--- src/rtl/sl_vpos_gen.sv ---
// Scanline vertical-position generator: delays the video stream by one cycle and
// tags each output line with its relative position inside its source line.
module sl_vpos_gen #(
    parameter int         COLOR_W  = 8,
    parameter logic [9:0] STEP_MIN = 10'h020,
    parameter logic [9:0] STEP_MAX = 10'h100
) (
    input  logic                   VCLK_i,
    input  logic                   nVRST_i,
    input  logic                   HSYNC_i,
    input  logic                   VSYNC_i,
    input  logic                   DE_i,
    input  logic [3*COLOR_W-1:0]   vdata_i,
    input  logic [9:0]             v_step_i,
    input  logic [7:0]             v_phase_init_i,
    input  logic                   sl_en_i,
    output logic                   HSYNC_o,
    output logic                   VSYNC_o,
    output logic                   DE_o,
    output logic [3*COLOR_W-1:0]   vdata_o,
    output logic [7:0]             sl_rel_pos_o,
    output logic                   sl_en_o,
    output logic [10:0]            in_line_cnt_o
);

    typedef enum logic [1:0] {
        WAIT_FRAME = 2'd0,
        WAIT_LINE  = 2'd1,
        IN_LINE    = 2'd2
    } state_t;

    state_t      state_q, state_d;
    logic [7:0]  acc_q, acc_d;
    logic [9:0]  step_sh_q, step_sh_d;
    logic        sl_en_sh_q, sl_en_sh_d;
    logic [10:0] line_cnt_q, line_cnt_d;
    logic [7:0]  rel_pos_d;
    logic [10:0] line_cnt_out_d;
    logic        sl_en_d;

    logic [9:0]  step_clamped;
    logic [9:0]  sum;
    logic [11:0] cnt_sum;
    logic [10:0] cnt_sat;

    // The delayed video outputs double as the registered copies for edge detection.
    logic vs_start, de_rise, de_fall;
    assign vs_start = VSYNC_o & ~VSYNC_i;
    assign de_rise  = ~DE_o & DE_i;
    assign de_fall  = DE_o & ~DE_i;

    always_ff @(posedge VCLK_i or negedge nVRST_i) begin
        if (!nVRST_i) begin
            HSYNC_o <= 1'b0;
            VSYNC_o <= 1'b0;
            DE_o    <= 1'b0;
            vdata_o <= '0;
        end else begin
            HSYNC_o <= HSYNC_i;
            VSYNC_o <= VSYNC_i;
            DE_o    <= DE_i;
            vdata_o <= vdata_i;
        end
    end

    always_ff @(posedge VCLK_i or negedge nVRST_i) begin
        if (!nVRST_i) begin
            state_q       <= WAIT_FRAME;
            acc_q         <= '0;
            step_sh_q     <= '0;
            sl_en_sh_q    <= 1'b0;
            line_cnt_q    <= '0;
            sl_rel_pos_o  <= '0;
            in_line_cnt_o <= '0;
            sl_en_o       <= 1'b0;
        end else begin
            state_q       <= state_d;
            acc_q         <= acc_d;
            step_sh_q     <= step_sh_d;
            sl_en_sh_q    <= sl_en_sh_d;
            line_cnt_q    <= line_cnt_d;
            sl_rel_pos_o  <= rel_pos_d;
            in_line_cnt_o <= line_cnt_out_d;
            sl_en_o       <= sl_en_d;
        end
    end

    // Frame start wins over any line event in the same cycle.
    always_comb begin
        state_d = state_q;
        if (vs_start) begin
            state_d = WAIT_LINE;
        end else begin
            case (state_q)
                WAIT_LINE: if (de_rise) state_d = IN_LINE;
                IN_LINE:   if (de_fall) state_d = WAIT_LINE;
                default:   state_d = state_q;
            endcase
        end
    end

    always_comb begin
        if (v_step_i < STEP_MIN)      step_clamped = STEP_MIN;
        else if (v_step_i > STEP_MAX) step_clamped = STEP_MAX;
        else                          step_clamped = v_step_i;

        sum     = {2'b00, acc_q} + step_sh_q;
        cnt_sum = {1'b0, line_cnt_q} + {10'b0, sum[9:8]};
        cnt_sat = cnt_sum[11] ? 11'h7FF : cnt_sum[10:0];

        acc_d          = acc_q;
        step_sh_d      = step_sh_q;
        sl_en_sh_d     = sl_en_sh_q;
        line_cnt_d     = line_cnt_q;
        rel_pos_d      = sl_rel_pos_o;
        line_cnt_out_d = in_line_cnt_o;

        if (vs_start) begin
            step_sh_d      = step_clamped;
            sl_en_sh_d     = sl_en_i;
            acc_d          = v_phase_init_i;
            line_cnt_d     = '0;
            rel_pos_d      = v_phase_init_i;
            line_cnt_out_d = '0;
        end else begin
            case (state_q)
                WAIT_LINE: begin
                    if (de_rise) begin
                        rel_pos_d      = acc_q;
                        line_cnt_out_d = line_cnt_q;
                    end
                end
                IN_LINE: begin
                    if (de_fall) begin
                        acc_d      = sum[7:0];
                        line_cnt_d = cnt_sat;
                    end
                end
                default: ;
            endcase
        end

        sl_en_d = (state_d != WAIT_FRAME) && sl_en_sh_d;
    end

endmodule
--- config.mk ---
export PLATFORM = sky130hd
export DESIGN_NAME = sl_vpos_gen
export DESIGN_NICKNAME = d
export VERILOG_FILES = /design/src/rtl/sl_vpos_gen.sv
export SDC_FILE = /design/constraint.sdc
export NUM_CORES = 1
export LEC_CHECK = 0
export CAP_MARGIN = 20
export CORE_AREA = 2 2 85 87
export DETAILED_ROUTE_END_ITERATION = 8
export DIE_AREA = 0 0 87 89
export PLACE_DENSITY = 0.84
export SETUP_SLACK_MARGIN = 0.05
export SYNTH_ARGS = -nofsm -noshare
export SYNTH_HDL_FRONTEND = slang
export SYNTH_SLANG_ARGS = --single-unit
export TNS_END_PERCENT = 1
--- constraint.sdc ---
create_clock -name VCLK_i -period 6 [get_ports VCLK_i]
set_input_delay 1.8 -clock VCLK_i [delete_from_list [all_inputs] [get_ports VCLK_i]]
set_output_delay 1.8 -clock VCLK_i [all_outputs]
set_load 0.1 [all_outputs]
==> flow_summary_export.csv, run 1 <==
group,metric,value,unit
route,drt_wl_total,8.03,mm
grt,grt_util_all_layers,21.0,%
clock_network,cts_hold_buffers,0,
critical_path,r2r_end,"line_cnt_q[10]",
timing,finalMaxSlewViolations,0,
logic_synthesis,syn_area,3460,sq um
timing,fin_setup_tns,0,ps
logic_synthesis,syn-mean-instance-area,10.8,sq um
timing,period_share,63.8,%
min_path,min_to,"sl_en_sh_q",
route,drtIter0Drc,197,
route,drc_errors,0,
logic_synthesis,yosys_warnings,0,
status,status,"finished clean",
clock_network,cts_buffers,9,
min_path,holdPathStages,2,
logic_synthesis,synth_area_leaders,"dfrtp_1 57%, nand2_1 5.4%, ha_1 4.3%, a31oi_1 3.1%, a21oi_1 3.0%",
placement,port_buffers,94,
route,first_pass_iters,4,
logic_synthesis,ys_seq_area_share,57.1,%
layout,seqCellArea,1980,sq um
clock_network,cts.sinks,79,
grt,grt_pass1_wl,12.4,mm
grt,grt_pass1_vias,2521,
clock_network,cts_tree,"yes",
logic_synthesis,synth_area_leader_cell,"dfrtp_1",
logic_synthesis,synth_flop_cell,"dfrtp_1",
grt,antenna_found_initial,0,
clock_network,cts_setup_buffers,0,
critical_path,rr_startpoint,"acc_q[0]",
route,ant_nets,0,
clock_network,path_clk_slew,80,ps
critical_path,r2r_slack,2520,ps
timing,final.min_clock_period,3830,ps
critical_path,path_delay_family,"buffers and inverters",
critical_path,crit_required,4200,ps
pwr,p_leak,2.03,nW
die,initial_core_util,51.5,%
critical_path,reg2regPathDepth,12,
layout,diodes,0,
grt,grt_max_degree,80,
logic_synthesis,synth-seq-cells,79,
clock_network,clkLatencyLatePin,350,ps
critical_path,path_class,"flip-flop to primary output",
timing,skew,5.77,ps
route,vias,2805,
layout,fillers,476,
critical_path,cp-start-kind,"flip-flop",
grt,grt_overflow_total,0,
logic_synthesis,yosysTopAreaCellShare,57.1,%
critical_path,critPathMaxFanout,7,
critical_path,max_stage_delay,1190,ps
die,placementRows,30,
layout,fin_nets,477,
die,die_h,89,um
logic_synthesis,ys_async_sr_fraction,100,%
die,die_area,7740,sq um
critical_path,end_kind,"primary output",
critical_path,path_buf_inv,1,
clock_network,clock-root-buffer,"clkbuf_8",
pwr,cellPowerDensity,335,nW/um^2
layout,multi_input_area,1400,sq um
timing,relSlewSlack,33.2,%
min_path,worstHoldPathType,"flip-flop to flip-flop",
logic_synthesis,synth_nets,383,
route,routedWlPerCell,16.1,um
die,ios,95,
pwr,ir_worst_vdd,0.157,mV
logic_synthesis,synth_cells,321,
clock_network,clock_path_buffers,2,
critical_path,crit_chain,"clkdlybuf4s50_1",
placement,gp_congestion,0.892,
min_path,worstHoldStart,"sl_en_sh_q",
layout,area_growth,34.7,%
logic_synthesis,synth-edff-count,0,
die,die_x,87,um
die,core_area,6720,sq um
route,via_per_inst,5.61,
logic_synthesis,synth_cell_types,48,
layout,drive_gt1_share,6.90,%
placement,dp_hpwl,5.67,mm
layout,finalNonFillerCells,500,
timing,rsz0062_at_grt,"false",
critical_path,cp_data_arrival_time,2030,ps
timing,worst_pin_slew,999,ps
timing,setup_viol,0,
timing,max_clock_freq,261,MHz
timing,hold_violations,0,
layout,final_common_cell,"clkdlybuf4s50_1",
job,maxCapViolCount,0,
placement,dpl.cell_count,483,
clock_network,cts-resized-gates,0,
critical_path,cp_slowest_cell,"clkdlybuf4s50_1",
layout,final_cell_mix,"93 x clkdlybuf4s50_1, 79 x dfrtp_1, 50 x nand2_1",
clock_network,htreeDepth,3,
-- layer usage --
| metal | part of all wire, % | vias up | global-route usage (%) |
|---|---|---|---|
| met5 | 0 | - | 0 |
| met2 | 48 | 118 | 33.7 |
| met4 | 2.1 | 0 | 9.38 |
| li1 | - | 1343 | - |
| met1 | 43 | 1329 | 28.0 |
| met3 | 6.9 | 15 | 3.88 |
-- layout make-up --
type                    count  share of cell area (%)
flip-flops and latches     79                    42.4
multi-input cells         222                    30.0
repair buffers             97                    20.8
clock buffers               9                    2.66
well taps                  80                    2.15
clock inverters             7                    1.56
inverters                   6                   0.483
-- Yosys cell counts (all sizes together) (5+ instances only) --
master  count
dfrtp      79
nand2      50
nor2       22
a21oi      21
a31oi      17
nor3       14
ha         12
o21ai      12
buf         9
a22o        7
nand3       7
inv         6
clkbuf      5
nand2b      5
nor4        5
-- worst max-delay path by stage --
stage | startpoint | to | slack (ps) | cells past startpoint
floorplan | acc_q[0] | line_cnt_q[10] | 3000 | 12
global placement | VSYNC_i | step_sh_q[0] | 2160 | 5
detailed placement | VSYNC_i | step_sh_q[1] | 2080 | 5
CTS | DE_o | DE_o | 2170 | 1
global route | DE_o | DE_o | 2110 | 1
finish | DE_o | DE_o | 2170 | 1
-- kinds of logic (layout without fill, tap and decap cells) --
family | count (synthesis) | in the layout | synth area share (%)
AO/OA/AOI/OAI | 80 | 80 | 15.8
adder cells (fa/ha/maj) | 14 | 14 | 5.50
flip-flops | 79 | 79 | 57.1
AND/OR/NAND/NOR | 124 | 124 | 18.0
XOR/XNOR | 3 | 3 | 0.759
buffers and inverters | 20 | 119 | 2.49
multiplexers | 1 | 1 | 0.289
-- per-stage QoR --
| stage | hold WS (ps) | area (sq um) | util (%) | worst slack, ps | power (W) |
|---|---|---|---|---|---|
| 6_report | 488 | 4660 | 69.4 | 2170 | 0.00156 |
| 5_1_grt | 503 | 4660 | 69.4 | 2110 | 0.00163 |
| 4_1_cts | 485 | 4650 | 69.2 | 2170 | 0.00156 |
| 3_5_place_dp | 465 | 4450 | 66.2 | 2080 | 0.00117 |
| 3_3_place_gp | 465 | 4450 | 66.2 | 2160 | 0.00116 |
| 2_1_floorplan | 441 | 3460 | - | 3000 | 0.00102 |
-- report_power, final --
group | internal, W | switching (W)
clock network | 0.000193 | 0.000200
registers | 0.000586 | 0.0000380
logic | 0.000165 | 0.000378
-- flip-flops by register name, indices dropped and copies added (netlist names) --
| signal | cells |
|---|---|
| line_cnt_q | 11 |
| VSYNC_o | 1 |
| sl_en_sh_q | 1 |
| sl_rel_pos_o | 8 |
| vdata_o | 24 |
| sl_en_o | 1 |
| state_q | 2 |
| acc_q | 8 |
| HSYNC_o | 1 |
| step_sh_q | 10 |
| DE_o | 1 |
| in_line_cnt_o | 11 |
No activity file was read; power rests on OpenSTA's default activity.
==> run 2, diff against run 1 <==
CORE_AREA = 2 2 88 90   (was 2 2 85 87)
DIE_AREA = 0 0 90 92   (was 0 0 87 89)
PLACE_DENSITY = 0.79   (was 0.84)
clock period = 4 ns   (was 6 ns; I/O delays follow)
==> run 2 against run 1 <==
  * Combinational power rose by 50%
  * Sequential cell count stayed put
  * Via count shrank 0.53%
  * Sequential share of layout area decreased by 0.068 points
  * Critical endpoint is now line_cnt_q[10]
==> flow_summary_export.csv, run 2 (synthesized netlist as in run 1, its figures left out) <==
group,metric,value,unit
timing,skew,7.20,ps
pwr,ir_worst_vdd,0.242,mV
pwr,cellPowerDensity,491,nW/um^2
status,status,"finished clean",
pwr,p_leak,2.03,nW
route,drt_wl_total,7.81,mm
pwr,p_total,0.00229,W
grt,grt_pass1_wl,13.1,mm
min_path,worstHoldPathType,"flip-flop to flip-flop",
critical_path,path_class,"flip-flop to flip-flop",
clock_network,cts_tree,"yes",
timing,rsz0062_at_grt,"false",
grt,grt_max_degree,80,
layout,final_common_cell,"clkdlybuf4s50_1",
timing,relSlewSlack,33.7,%
die,placementRows,32,
timing,max_clock_freq,300,MHz
layout,final_cell_mix,"92 x clkdlybuf4s50_1, 79 x dfrtp_1, 50 x nand2_1",
critical_path,end_kind,"flip-flop",
critical_path,crit_required,4230,ps
layout,multi_input_area,1400,sq um
layout,drive_gt1_share,7.36,%
clock_network,cts_buffers,9,
route,vias,2790,
pwr,clkPwrFrac,23.7,%
route,drc_errors,0,
timing,hold_violations,0,
grt,antenna_found_initial,0,
route,via_per_inst,5.33,
timing,period_share,83.2,%
critical_path,cp-start-kind,"flip-flop",
clock_network,cts-resized-gates,0,
die,core_area,7450,sq um
clock_network,cts.sinks,79,
clock_network,cts_setup_buffers,0,
layout,fillers,622,
placement,place_ws,691,ps
layout,fin_nets,478,
critical_path,cp_data_arrival_time,3560,ps
layout,area_growth,34.9,%
layout,largest_reg_flops,24,
placement,dp_hpwl,5.64,mm
layout,largest-register,"vdata_o",
route,ant_nets,0,
grt,grt_util_all_layers,19.9,%
grt,grt_overflow_total,0,
timing,worst_pin_slew,991,ps
die,die_h,92,um
timing,setup_ws,672,ps
clock_network,clkLatencyLatePin,350,ps
clock_network,path_clk_slew,80,ps
route,first_pass_iters,4,
pwr,power.switching,0.000934,W
pwr,internal_power,0.00136,W
route,routedWlPerCell,14.9,um
clock_network,cts_hold_buffers,0,
clock_network,htreeDepth,3,
timing,final.min_clock_period,3330,ps
pwr,pwr-share-seq,40.9,%
layout,diodes,0,
pwr,sw_frac_of_total,40.7,%
die,initial_core_util,46.5,%
timing,finalMaxSlewViolations,0,
route,drtIter0Drc,156,
placement,gp_congestion,0.824,
placement,port_buffers,94,
job,maxCapViolCount,0,
timing,setup_viol,0,
clock_network,clock_path_buffers,2,
layout,top_regs,"vdata_o (24), in_line_cnt_o (11), line_cnt_q (11)",
die,die_x,90,um
timing,fin_setup_tns,0,ps
layout,seqCellArea,1980,sq um
pwr,combPwrFrac,35.5,%
critical_path,critPathMaxFanout,5,
die,die_area,8280,sq um
grt,grt_pass1_vias,2813,
clock_network,clock-root-buffer,"clkbuf_8",
die,ios,95,
run 2: cell count changes in the layout (fill, tap and decap cells not counted):
| cell | delta |
|---|---|
| buf_4 | +3 |
| buf_8 | -1 |
| bufinv_16 | -1 |
| clkdlybuf4s50_1 | -1 |
| clkinvlp_4 | -1 |
| inv_6 | +1 |
| inv_8 | +1 |
run 2: power groups by stage:
stage	clock (W)	combinational (W)	sequential [W]
2_1_floorplan	0	0.000263	0.00127
3_3_place_gp	0	0.000799	0.000949
3_5_place_dp	0	0.000817	0.000953
4_1_cts	0.000559	0.000819	0.000937
5_1_grt	0.000589	0.000871	0.000948
6_report	0.000543	0.000814	0.000937
run 2: cell type report:
class / instances / area share [%]
clock buffer: 9 / 2.65
multi-input combinational: 222 / 29.9
clock inverter: 7 / 1.18
timing repair buffer: 98 / 20.7
sequential: 79 / 42.3
tap: 102 / 2.73
inverter: 6 / 0.482
run 2: metal layers:
layer  share of wire (%)  track usage, %  wire (um)
met1                  43            24.3       3330
met5                   0               0          0
met2                  51            34.0       4010
met4                 2.4            10.3        188
met3                 3.5            3.45        274
run 2: path summary, 6_finish.rpt:
check	start	endpoint	slack, ps	cells past startpoint
worst min register to register	sl_en_sh_q	sl_en_sh_q	490	2
worst max register to register	acc_q[0]	line_cnt_q[10]	670	12
worst min-delay path	sl_en_sh_q	sl_en_sh_q	490	2
max in group asynchronous	nVRST_i	sl_rel_pos_o[4]	2390	1
worst max-delay path	acc_q[0]	line_cnt_q[10]	670	12
min in group asynchronous	nVRST_i	vdata_o[19]	980	1
run 2: critical path, cell delays in order, from the launching register on:
cell,delay (ps)
dfrtp_1,400
ha_1,240
fa_1,420
a21oi_1,190
o211ai_1,180
o41ai_1,350
xnor2_1,170
ha_1,210
fa_1,180
nand4b_1,230
nor4_2,320
and4bb_2,270
nor3_1,40
run 2: through the flow:
step                instance area (sq um)  hold WS, ps  std cells  utilization, %
floorplan                            3460          441        321               -
global placement                     4490          458        507            60.3
detailed placement                   4490          470        507            60.3
CTS                                  4670          491        523            62.7
global route                         4670          505        523            62.7
finish                               4670          488        523            62.7
